File: src/rtl/cond_flag_unit_if.sv
// ---------------------------------------------------------------------------
// cond_flag_unit_if
// Bundles the decoder/ALU-facing signals of cond_flag_unit.
//   master : decoder/ALU side; drives instruction info, receives enables
//   slave  : cond_flag_unit; consumes instruction info, drives enables/state
// Signals:
//   valid_i   instruction present this cycle
//   Cond      4-bit condition field
//   ALUFlags  ALU flags {N,Z,C,V}
//   FlagW     [1] update N,Z ; [0] update C,V
//   PCS/RegW/MemW/NoWrite  decoder controls
//   PCSrc/RegWrite/MemWrite gated enables
//   Flags     architectural flag register {N,Z,C,V}
//   cond_err  sticky illegal-condition indicator
//   ovf_cnt   saturating count of executed V-setting updates (CNT_W bits)
// ---------------------------------------------------------------------------
interface cond_flag_unit_if #(
   parameter int CNT_W = 8
);
   logic             valid_i;
   logic [3:0]       Cond;
   logic [3:0]       ALUFlags;
   logic [1:0]       FlagW;
   logic             PCS;
   logic             RegW;
   logic             MemW;
   logic             NoWrite;
   logic             PCSrc;
   logic             RegWrite;
   logic             MemWrite;
   logic [3:0]       Flags;
   logic             cond_err;
   logic [CNT_W-1:0] ovf_cnt;

   modport master (
      output valid_i, Cond, ALUFlags, FlagW, PCS, RegW, MemW, NoWrite,
      input  PCSrc, RegWrite, MemWrite, Flags, cond_err, ovf_cnt
   );

   modport slave (
      input  valid_i, Cond, ALUFlags, FlagW, PCS, RegW, MemW, NoWrite,
      output PCSrc, RegWrite, MemWrite, Flags, cond_err, ovf_cnt
   );
endinterface

File: src/rtl/cond_flag_unit.sv
// ---------------------------------------------------------------------------
// cond_flag_unit
// Holds the NZCV flag register, evaluates the ARM-style condition field
// against it, gates the decoder write/branch enables and updates the flags
// from the ALU when the instruction executes.
// Ports:
//   clk    system clock, rising-edge state updates
//   reset  asynchronous active-high reset, clears all state
//   bus    cond_flag_unit_if.slave (see interface file for signal list)
// Optional feature:
//   COND_FLAG_OVF_CNT_EN  when defined, ovf_cnt is a saturating counter of
//   executed flag updates that write V=1; when undefined, ovf_cnt is tied 0.
// ---------------------------------------------------------------------------
module cond_flag_unit #(
   parameter int CNT_W = 8
) (
   input  logic           clk,
   input  logic           reset,
   cond_flag_unit_if.slave bus
);

   logic [3:0] flags_r;
   logic       cond_err_r;
   logic       cond_pass_s;
   logic       cond_ex_s;
   logic       exec_s;

   // Condition-field evaluation against a {N,Z,C,V} flag vector.
   function automatic logic cond_eval(input logic [3:0] cond, input logic [3:0] flags);
      logic n;
      logic z;
      logic c;
      logic v;
      logic res;
      n = flags[3];
      z = flags[2];
      c = flags[1];
      v = flags[0];
      case (cond)
         4'b0000: res = z;
         4'b0001: res = ~z;
         4'b0010: res = c;
         4'b0011: res = ~c;
         4'b0100: res = n;
         4'b0101: res = ~n;
         4'b0110: res = v;
         4'b0111: res = ~v;
         4'b1000: res = c & ~z;
         4'b1001: res = ~c | z;
         4'b1010: res = (n == v);
         4'b1011: res = (n != v);
         4'b1100: res = ~z & (n == v);
         4'b1101: res = z | (n != v);
         4'b1110: res = 1'b1;
         4'b1111: res = 1'b0;
         default: res = 1'b0;
      endcase
      return res;
   endfunction

   // Condition decision uses the registered flags so an instruction never
   // sees its own update; the valid gate keeps don't-care inputs harmless.
   always_comb begin
      cond_pass_s = 1'b0;
      cond_ex_s   = 1'b0;
      exec_s      = 1'b0;
      if (bus.valid_i) begin
         cond_pass_s = cond_eval(bus.Cond, flags_r);
      end else begin
         cond_pass_s = 1'b0;
      end
      cond_ex_s = bus.valid_i & cond_pass_s;
      // Enables are additionally masked by reset so nothing leaks out while
      // the flag register is being cleared.
      exec_s    = cond_ex_s & ~reset;
   end

   assign bus.PCSrc    = bus.PCS & exec_s;
   assign bus.RegWrite = bus.RegW & ~bus.NoWrite & exec_s;
   assign bus.MemWrite = bus.MemW & exec_s;
   assign bus.Flags    = flags_r;
   assign bus.cond_err = cond_err_r;

   // Flag register: N,Z and C,V halves update independently when executed.
   always_ff @(posedge clk or posedge reset) begin
      if (reset) begin
         flags_r <= 4'b0000;
      end else begin
         if (cond_ex_s && bus.FlagW[1]) begin
            flags_r[3:2] <= bus.ALUFlags[3:2];
         end
         if (cond_ex_s && bus.FlagW[0]) begin
            flags_r[1:0] <= bus.ALUFlags[1:0];
         end
      end
   end

   // Sticky flag for a valid instruction carrying the reserved condition.
   always_ff @(posedge clk or posedge reset) begin
      if (reset) begin
         cond_err_r <= 1'b0;
      end else if (bus.valid_i && (bus.Cond == 4'b1111)) begin
         cond_err_r <= 1'b1;
      end
   end

`ifdef COND_FLAG_OVF_CNT_EN
   localparam logic [CNT_W-1:0] CNT_MAX = {CNT_W{1'b1}};
   localparam logic [CNT_W-1:0] CNT_ONE = CNT_W'(1);

   logic [CNT_W-1:0] ovf_cnt_r;
   logic             ovf_inc_s;

   assign ovf_inc_s = cond_ex_s & bus.FlagW[0] & bus.ALUFlags[0];

   // Debug counter of executed updates that write V=1; holds at all-ones.
   always_ff @(posedge clk or posedge reset) begin
      if (reset) begin
         ovf_cnt_r <= {CNT_W{1'b0}};
      end else if (ovf_inc_s && (ovf_cnt_r != CNT_MAX)) begin
         ovf_cnt_r <= ovf_cnt_r + CNT_ONE;
      end
   end

   assign bus.ovf_cnt = ovf_cnt_r;
`else
   assign bus.ovf_cnt = {CNT_W{1'b0}};
`endif

endmodule

File: src/flat_wrapper.sv
// flat-port wrapper written by rule: the top's interface ports become plain ports
module cond_flag_unit_flat 
#(
   parameter int CNT_W = 8
)
  (clk, reset, bus_valid_i, bus_Cond, bus_ALUFlags, bus_FlagW, bus_PCS, bus_RegW, bus_MemW, bus_NoWrite, bus_PCSrc, bus_RegWrite, bus_MemWrite, bus_Flags, bus_cond_err, bus_ovf_cnt);
  cond_flag_unit_if #(.CNT_W(CNT_W)) bus_i ();
  input  logic clk;
  input  logic reset;
  input wire logic [$bits(bus_i.valid_i)-1:0] bus_valid_i;
  input wire logic [$bits(bus_i.Cond)-1:0] bus_Cond;
  input wire logic [$bits(bus_i.ALUFlags)-1:0] bus_ALUFlags;
  input wire logic [$bits(bus_i.FlagW)-1:0] bus_FlagW;
  input wire logic [$bits(bus_i.PCS)-1:0] bus_PCS;
  input wire logic [$bits(bus_i.RegW)-1:0] bus_RegW;
  input wire logic [$bits(bus_i.MemW)-1:0] bus_MemW;
  input wire logic [$bits(bus_i.NoWrite)-1:0] bus_NoWrite;
  output wire logic [$bits(bus_i.PCSrc)-1:0] bus_PCSrc;
  output wire logic [$bits(bus_i.RegWrite)-1:0] bus_RegWrite;
  output wire logic [$bits(bus_i.MemWrite)-1:0] bus_MemWrite;
  output wire logic [$bits(bus_i.Flags)-1:0] bus_Flags;
  output wire logic [$bits(bus_i.cond_err)-1:0] bus_cond_err;
  output wire logic [$bits(bus_i.ovf_cnt)-1:0] bus_ovf_cnt;
  assign bus_i.valid_i = bus_valid_i;
  assign bus_i.Cond = bus_Cond;
  assign bus_i.ALUFlags = bus_ALUFlags;
  assign bus_i.FlagW = bus_FlagW;
  assign bus_i.PCS = bus_PCS;
  assign bus_i.RegW = bus_RegW;
  assign bus_i.MemW = bus_MemW;
  assign bus_i.NoWrite = bus_NoWrite;
  assign bus_PCSrc = bus_i.PCSrc;
  assign bus_RegWrite = bus_i.RegWrite;
  assign bus_MemWrite = bus_i.MemWrite;
  assign bus_Flags = bus_i.Flags;
  assign bus_cond_err = bus_i.cond_err;
  assign bus_ovf_cnt = bus_i.ovf_cnt;
  cond_flag_unit #(.CNT_W(CNT_W)) u_core (.clk(clk), .reset(reset), .bus(bus_i));
endmodule
File: config.mk
export PLATFORM = sky130hd
export DESIGN_NAME = cond_flag_unit_flat
export DESIGN_NICKNAME = d
export VERILOG_FILES = /design/src/rtl/cond_flag_unit_if.sv /design/src/rtl/cond_flag_unit.sv /design/src/flat_wrapper.sv
export SDC_FILE = /design/constraint.sdc
export NUM_CORES = 1
export LEC_CHECK = 0
export CORE_MARGIN = 8
export CORE_UTILIZATION = 36
export CTS_CLUSTER_DIAMETER = 80
export DETAILED_ROUTE_END_ITERATION = 10
export GPL_TIMING_DRIVEN = 0
export PLACE_DENSITY_LB_ADDON = 0.1
export SLEW_MARGIN = 40
export SYNTH_ARGS = -nofsm -noshare
export SYNTH_HDL_FRONTEND = slang
export SYNTH_SLANG_ARGS = --single-unit
File: constraint.sdc
create_clock -name clk -period 2.4 [get_ports clk]
set_input_delay 0.48 -clock clk [delete_from_list [all_inputs] [get_ports clk]]
set_output_delay 0.48 -clock clk [all_outputs]
set_load 0.02 [all_outputs]
==> results of run 1 <==
metrics by stage:
stage	instances	area, um^2	worst slack, ps	utilization
4_1_cts	114	913	-75.4	0.628
6_report	114	941	-56.1	0.647
2_1_floorplan	64	574	-137	-
3_5_place_dp	101	805	-1080	0.553
5_1_grt	114	941	-182	0.647
3_3_place_gp	101	805	-1040	0.553
per-layer routing:
layer  part of all wire  global-route usage
met5                  0                   0
met4             0.0032              0.0615
met3              0.080              0.0353
met2               0.54               0.170
met1               0.37               0.110
critical path, stage by stage:
cell	delay, ps
buf_6	100
buf_6	120
nor4bb_4	270
mux2i_1	120
a311oi_2	300
o31ai_2	140
nor4b_2	270
buf_4	180
cells in the final DEF, fill, tap and decap left out, drive strengths merged, types with 3 or more instances in the layout:
master,synthesis,routed
buf,12,25
clkdlybuf4s50,0,17
conb,1,8
dfrtp,5,5
mux2,4,4
clkbuf,0,4
mux2i,3,3
state kept, by name (all words and copies together), names as in the netlist:
signal,flops
u_core.bus.cond_err,1
u_core.bus.Flags,4
repair_timing:
action,CTS,global route
pin swaps,7,3
buffers inserted,9,0
gates resized for setup,25,4
endpoints found under the setup margin,3,3
endpoints found under the hold margin,0,0
where the power goes:
part            total, W  internal [W]  switching, W  leakage [nW]
Clock          0.0000944     0.0000627     0.0000317        0.0150
Sequential      0.000184      0.000126     0.0000586        0.0554
Combinational   0.000459      0.000259      0.000200         0.347
cell families after synthesis:
family | synth area share
compound gates | 0.187
xor+xnor | 0.0323
buf+inv | 0.196
flops | 0.230
mux | 0.138
other cells | 0.00691
simple gates | 0.210
cell type report:
class                   count  area (um^2)  area share
clock buffers               4         26.3      0.0279
inverters                   2         7.51     0.00798
multi-input cells          45          382       0.406
plain buffers              12         98.8       0.105
well taps                  16         20.0      0.0213
flip-flops and latches      5          128       0.136
repair buffers             30          279       0.297
worst max path at each step:
stage	end	slack (ps)	depth (start not counted)
2_1_floorplan	bus_MemWrite	-140	6
3_3_place_gp	bus_RegWrite	-1040	8
3_5_place_dp	bus_RegWrite	-1080	8
4_1_cts	bus_RegWrite	-80	8
5_1_grt	bus_RegWrite	-180	6
6_report	bus_RegWrite	-60	8
==> flow_metrics.tcl, run 1 <==
set metrics [dict create \
    first_global_vias 525 \
    fin_tns_setup_ps -84.3 \
    synth_flop_cell "dfrtp_1" \
    fillers 138 \
    start_util 0.373 \
    fin_crit_sh 1.02 \
    drtIter0Drc 12 \
    diodes 0 \
    drtPass1Iterations 4 \
    wirelength_um 1540 \
    fmax_mhz 407 \
    period_minus_slack_ps 2460 \
    avgSynthCellArea_um2 9.53 \
    maxCapViolations 0 \
    clock-root-buffer "clkbuf_4" \
    hold_path_end "u_core.bus.cond_err" \
    yosysTopAreaCell "dfrtp_1" \
    violations "negative setup slack" \
    yosys-top-cells-count "buf_4, dfrtp_1, mux2_1" \
    critPathLaunch "bus_Cond[0]" \
    final_max_slew_viol_count 0 \
    grt_pass1_wl_um 2260 \
    viasPerCell 4.81 \
    cp-end-kind "output pin" \
    antenna_found_initial 0 \
    synth.area.top_cells "dfrtp_1, buf_4, mux2_1" \
    die_y_um 54.8 \
    grtUsageTotal 0.103 \
    worst_ep_required_time_ps 1920 \
    cts_tree "done" \
    synth_cells 57 \
    crit_type "in2out" \
    ctsHoldBuffers 0 \
    ant_nets 0 \
    synth_edf_count 0 \
    ys_types 30 \
    worst-r2r-setup-slack_ps 380 \
    rsz0062_at_grt "true" \
    cts-buffers-inserted 3 \
    hp-class "reg2reg" \
    ys_seq_area_frac 0.230 \
    finalWeightedCongestion 0.737 \
    holdPathStages 1 \
    synth_top_area_share 0.230 \
    critPathMaxFanout 4 \
    hold_viol 0 \
    fin_ws_ps -56.1 \
    hold-worst-slack_ps 469 \
    std_cell_rows 14 \
    syn_area_um2 543 \
    cts.path.max_buffers 2 \
    insertion_delay_ps 240 \
    dieArea_um2 3010 \
    rr_worst_depth 6 \
    r2r_end "u_core.bus.Flags[0]" \
    status "finished with violations" \
    io_pins 33 \
    arrival_ps 1980 \
    p_leak_nw 0.418 \
    hpwl_um 1140 \
    portBuffers 21 \
    core_um2 1450 \
    cts.sink_count 5 \
    drc 0 \
    finalSetupViolations 3 \
    yosysMostFrequentCell "buf_4" \
    worstSetupStartpointType "input pin" \
    grt_overflow 0 \
    ys_warn_count 0 \
    syn2layout_area_growth_pct 73.3 \
    routedWlPerCell_um 13.5 \
    vdd_drop_max_mv 0.433 \
    drive_gt1_frac 0.398 \
    power_density_nw_per_um2 784 \
    skew_ps 3.44 \
    yosys_register_bits 5 \
    grt_max_degree 11 \
    clk_pin_slew_ps 40 \
    vias 548 \
    ys_async_sr_fraction 1.00 \
    min-delay-start "u_core.bus.cond_err" \
    die_w_um 54.8 \
    nets 116 \
    timing.rr.start "u_core.bus.Flags[3]" \
    htreeDepth 1 \
    p_total_w 0.000738 \
]
Power figures use the tool's default switching activity.
==> run 2, diff against run 1 <==
Settings changed: SETUP_SLACK_MARGIN set to 0.4.
==> run 2 against run 1 <==
Net effect: the flow still finishes with violations (negative setup slack); combinational power barely moved; sequential cell count did not move; critical endpoint unchanged; total power fell by 2.6%; via count rose by 1.3%; clock skew rose by 2.4 ps; critical path depth fell by 2; clock power rose by 4.2%; fmax fell by 3.1%.
==> flow_metrics.tcl, run 2 (synthesis results as in run 1) <==
set metrics [dict create \
    status "finished with violations" \
    violations "negative setup slack" \
    core_um2 1450 \
    grt_max_degree 11 \
    worstSetupStartpointType "flip-flop" \
    worst-r2r-setup-slack_ps 300 \
    p_leak_nw 0.423 \
    worst_ep_required_time_ps 1920 \
    clock-root-buffer "clkbuf_4" \
    cts.sink_count 5 \
    multiInputGateArea_um2 383 \
    p_clk_frac 0.137 \
    period_minus_slack_ps 2530 \
    die_w_um 54.8 \
    rsz0062_at_grt "true" \
    intPower_w 0.000434 \
    die_y_um 54.8 \
    diodes 0 \
    final_cell_mix "buf_4, clkdlybuf4s50_1, conb_1" \
    slowest_stage "or4b_1" \
    final_common_cell "buf_4" \
    slowest_delay_ps 500 \
    critPathMaxFanout 3 \
    switching_share 0.396 \
    drtPass1Iterations 4 \
    timing.rr.start "u_core.bus.Flags[1]" \
    arrival_ps 2050 \
    first_global_vias 554 \
    fin_ws_ps -134 \
    fmax_mhz 395 \
    drc 0 \
    routedWlPerCell_um 13.8 \
    finalWeightedCongestion 0.787 \
    drive_gt1_frac 0.404 \
    drtIter0Drc 10 \
    pwr-share-seq 0.229 \
    htreeDepth 1 \
    final_max_slew_viol_count 0 \
    vdd_drop_max_mv 0.449 \
    crit_chain "or4b_1 > o21ai_1 > a221o_1 > o31ai_4 > nor4b_4 > buf_4" \
    ant_nets 0 \
    ff_latch_area_um2 126 \
    crit_type "reg2out" \
    dieArea_um2 3010 \
    hold_path_end "u_core.bus.cond_err" \
    maxCapViolations 0 \
    cts_tree "done" \
    combPwrFrac 0.635 \
    place_inst 101 \
    grtUsageTotal 0.108 \
    wirelength_um 1590 \
    cts.path.max_buffers 2 \
    dp_slack_ps -1090 \
    antenna_found_initial 0 \
    io_pins 33 \
    r2r_end "u_core.bus.Flags[0]" \
    cp-end-kind "output pin" \
    hold-worst-slack_ps 484 \
    fin_cells 115 \
    path_buf_inv 1 \
    clk_pin_slew_ps 40 \
    nets 117 \
    cts-buffers-inserted 3 \
    insertion_delay_ps 250 \
    largest_reg_flops 4 \
    hold_viol 0 \
    std_cell_rows 14 \
    switchingPower_w 0.000285 \
    skew_ps 5.81 \
    hp-class "reg2reg" \
    holdPathStages 1 \
    grt_pass1_wl_um 2460 \
    fin_crit_sh 1.06 \
    grt_overflow 0 \
    min-delay-start "u_core.bus.cond_err" \
    rr_worst_depth 7 \
    final_util 0.654 \
    power_density_nw_per_um2 756 \
    viasPerCell 4.83 \
    start_util 0.373 \
    portBuffers 21 \
    syn2layout_area_growth_pct 75.1 \
    vias 555 \
    finalSetupViolations 3 \
    cp_top_family "simple AND/OR/NAND/NOR gates" \
    fillers 129 \
    hpwl_um 1170 \
]
## run 2: area by class of cell
type                            count  area share
Buffer                             12       0.114
Multi-Input combinational cell     45       0.403
Inverter                            2     0.00789
Tap cell                           16      0.0211
Timing Repair Buffer               31       0.293
Clock buffer                        4      0.0276
Sequential cell                     5       0.133
## run 2: how the worst max path moves through the flow
stage,end,from,cells past startpoint,slack (ps)
6_report,bus_RegWrite,u_core.bus.Flags[1],6,-130
5_1_grt,bus_RegWrite,u_core.bus.Flags[1],6,-250
4_1_cts,bus_RegWrite,u_core.bus.Flags[1],6,-150
3_5_place_dp,bus_RegWrite,bus_Cond[0],8,-1090
3_3_place_gp,bus_RegWrite,bus_Cond[0],8,-1050
2_1_floorplan,bus_RegWrite,bus_Cond[3],6,-20
## run 2: what timing repair did
item                       4_1_cts  5_1_grt
hold endpoints to repair         0        0
cloned                           0        0
gates resized for setup         24        0
setup buffers                    8        2
setup endpoints to repair        7        7
hold buffers                     0        0
pin swaps                        7        4
## run 2: power groups by stage
stage / sequential (W) / clock [W] / combinational, W
final: 0.000164 / 0.0000984 / 0.000456
after CTS: 0.000163 / 0.000102 / 0.000450
after floorplan: 0.000210 / 0 / 0.000190
after detailed placement: 0.000177 / 0 / 0.000363
after global placement: 0.000174 / 0 / 0.000363
after global routing: 0.000170 / 0.000108 / 0.000491
## run 2: worst reg2reg max path, delay by kind of cell (launching register included)
family          cells  cell delay (ps)
flops               1              380
buf+inv             2              330
compound gates      3              820
mux                 1              350
simple gates        1              110
## run 2: layer usage
layer	up-vias	GRT usage	wire (um)
li1	278	-	-
met1	248	0.111	588
met2	29	0.189	763
met3	0	0.0598	240
met4	0	0.0205	0
met5	-	0	0
## run 2: per-stage QoR
| step | area (um^2) | setup TNS [ps] | total power, W |
|---|---|---|---|
| after detailed placement | 842 | -3630 | 0.000540 |
| after floorplan | 612 | -23.3 | 0.000400 |
| final | 951 | -200 | 0.000719 |
| after CTS | 936 | -284 | 0.000714 |
| after global routing | 951 | -575 | 0.000769 |
| after global placement | 842 | -3410 | 0.000537 |
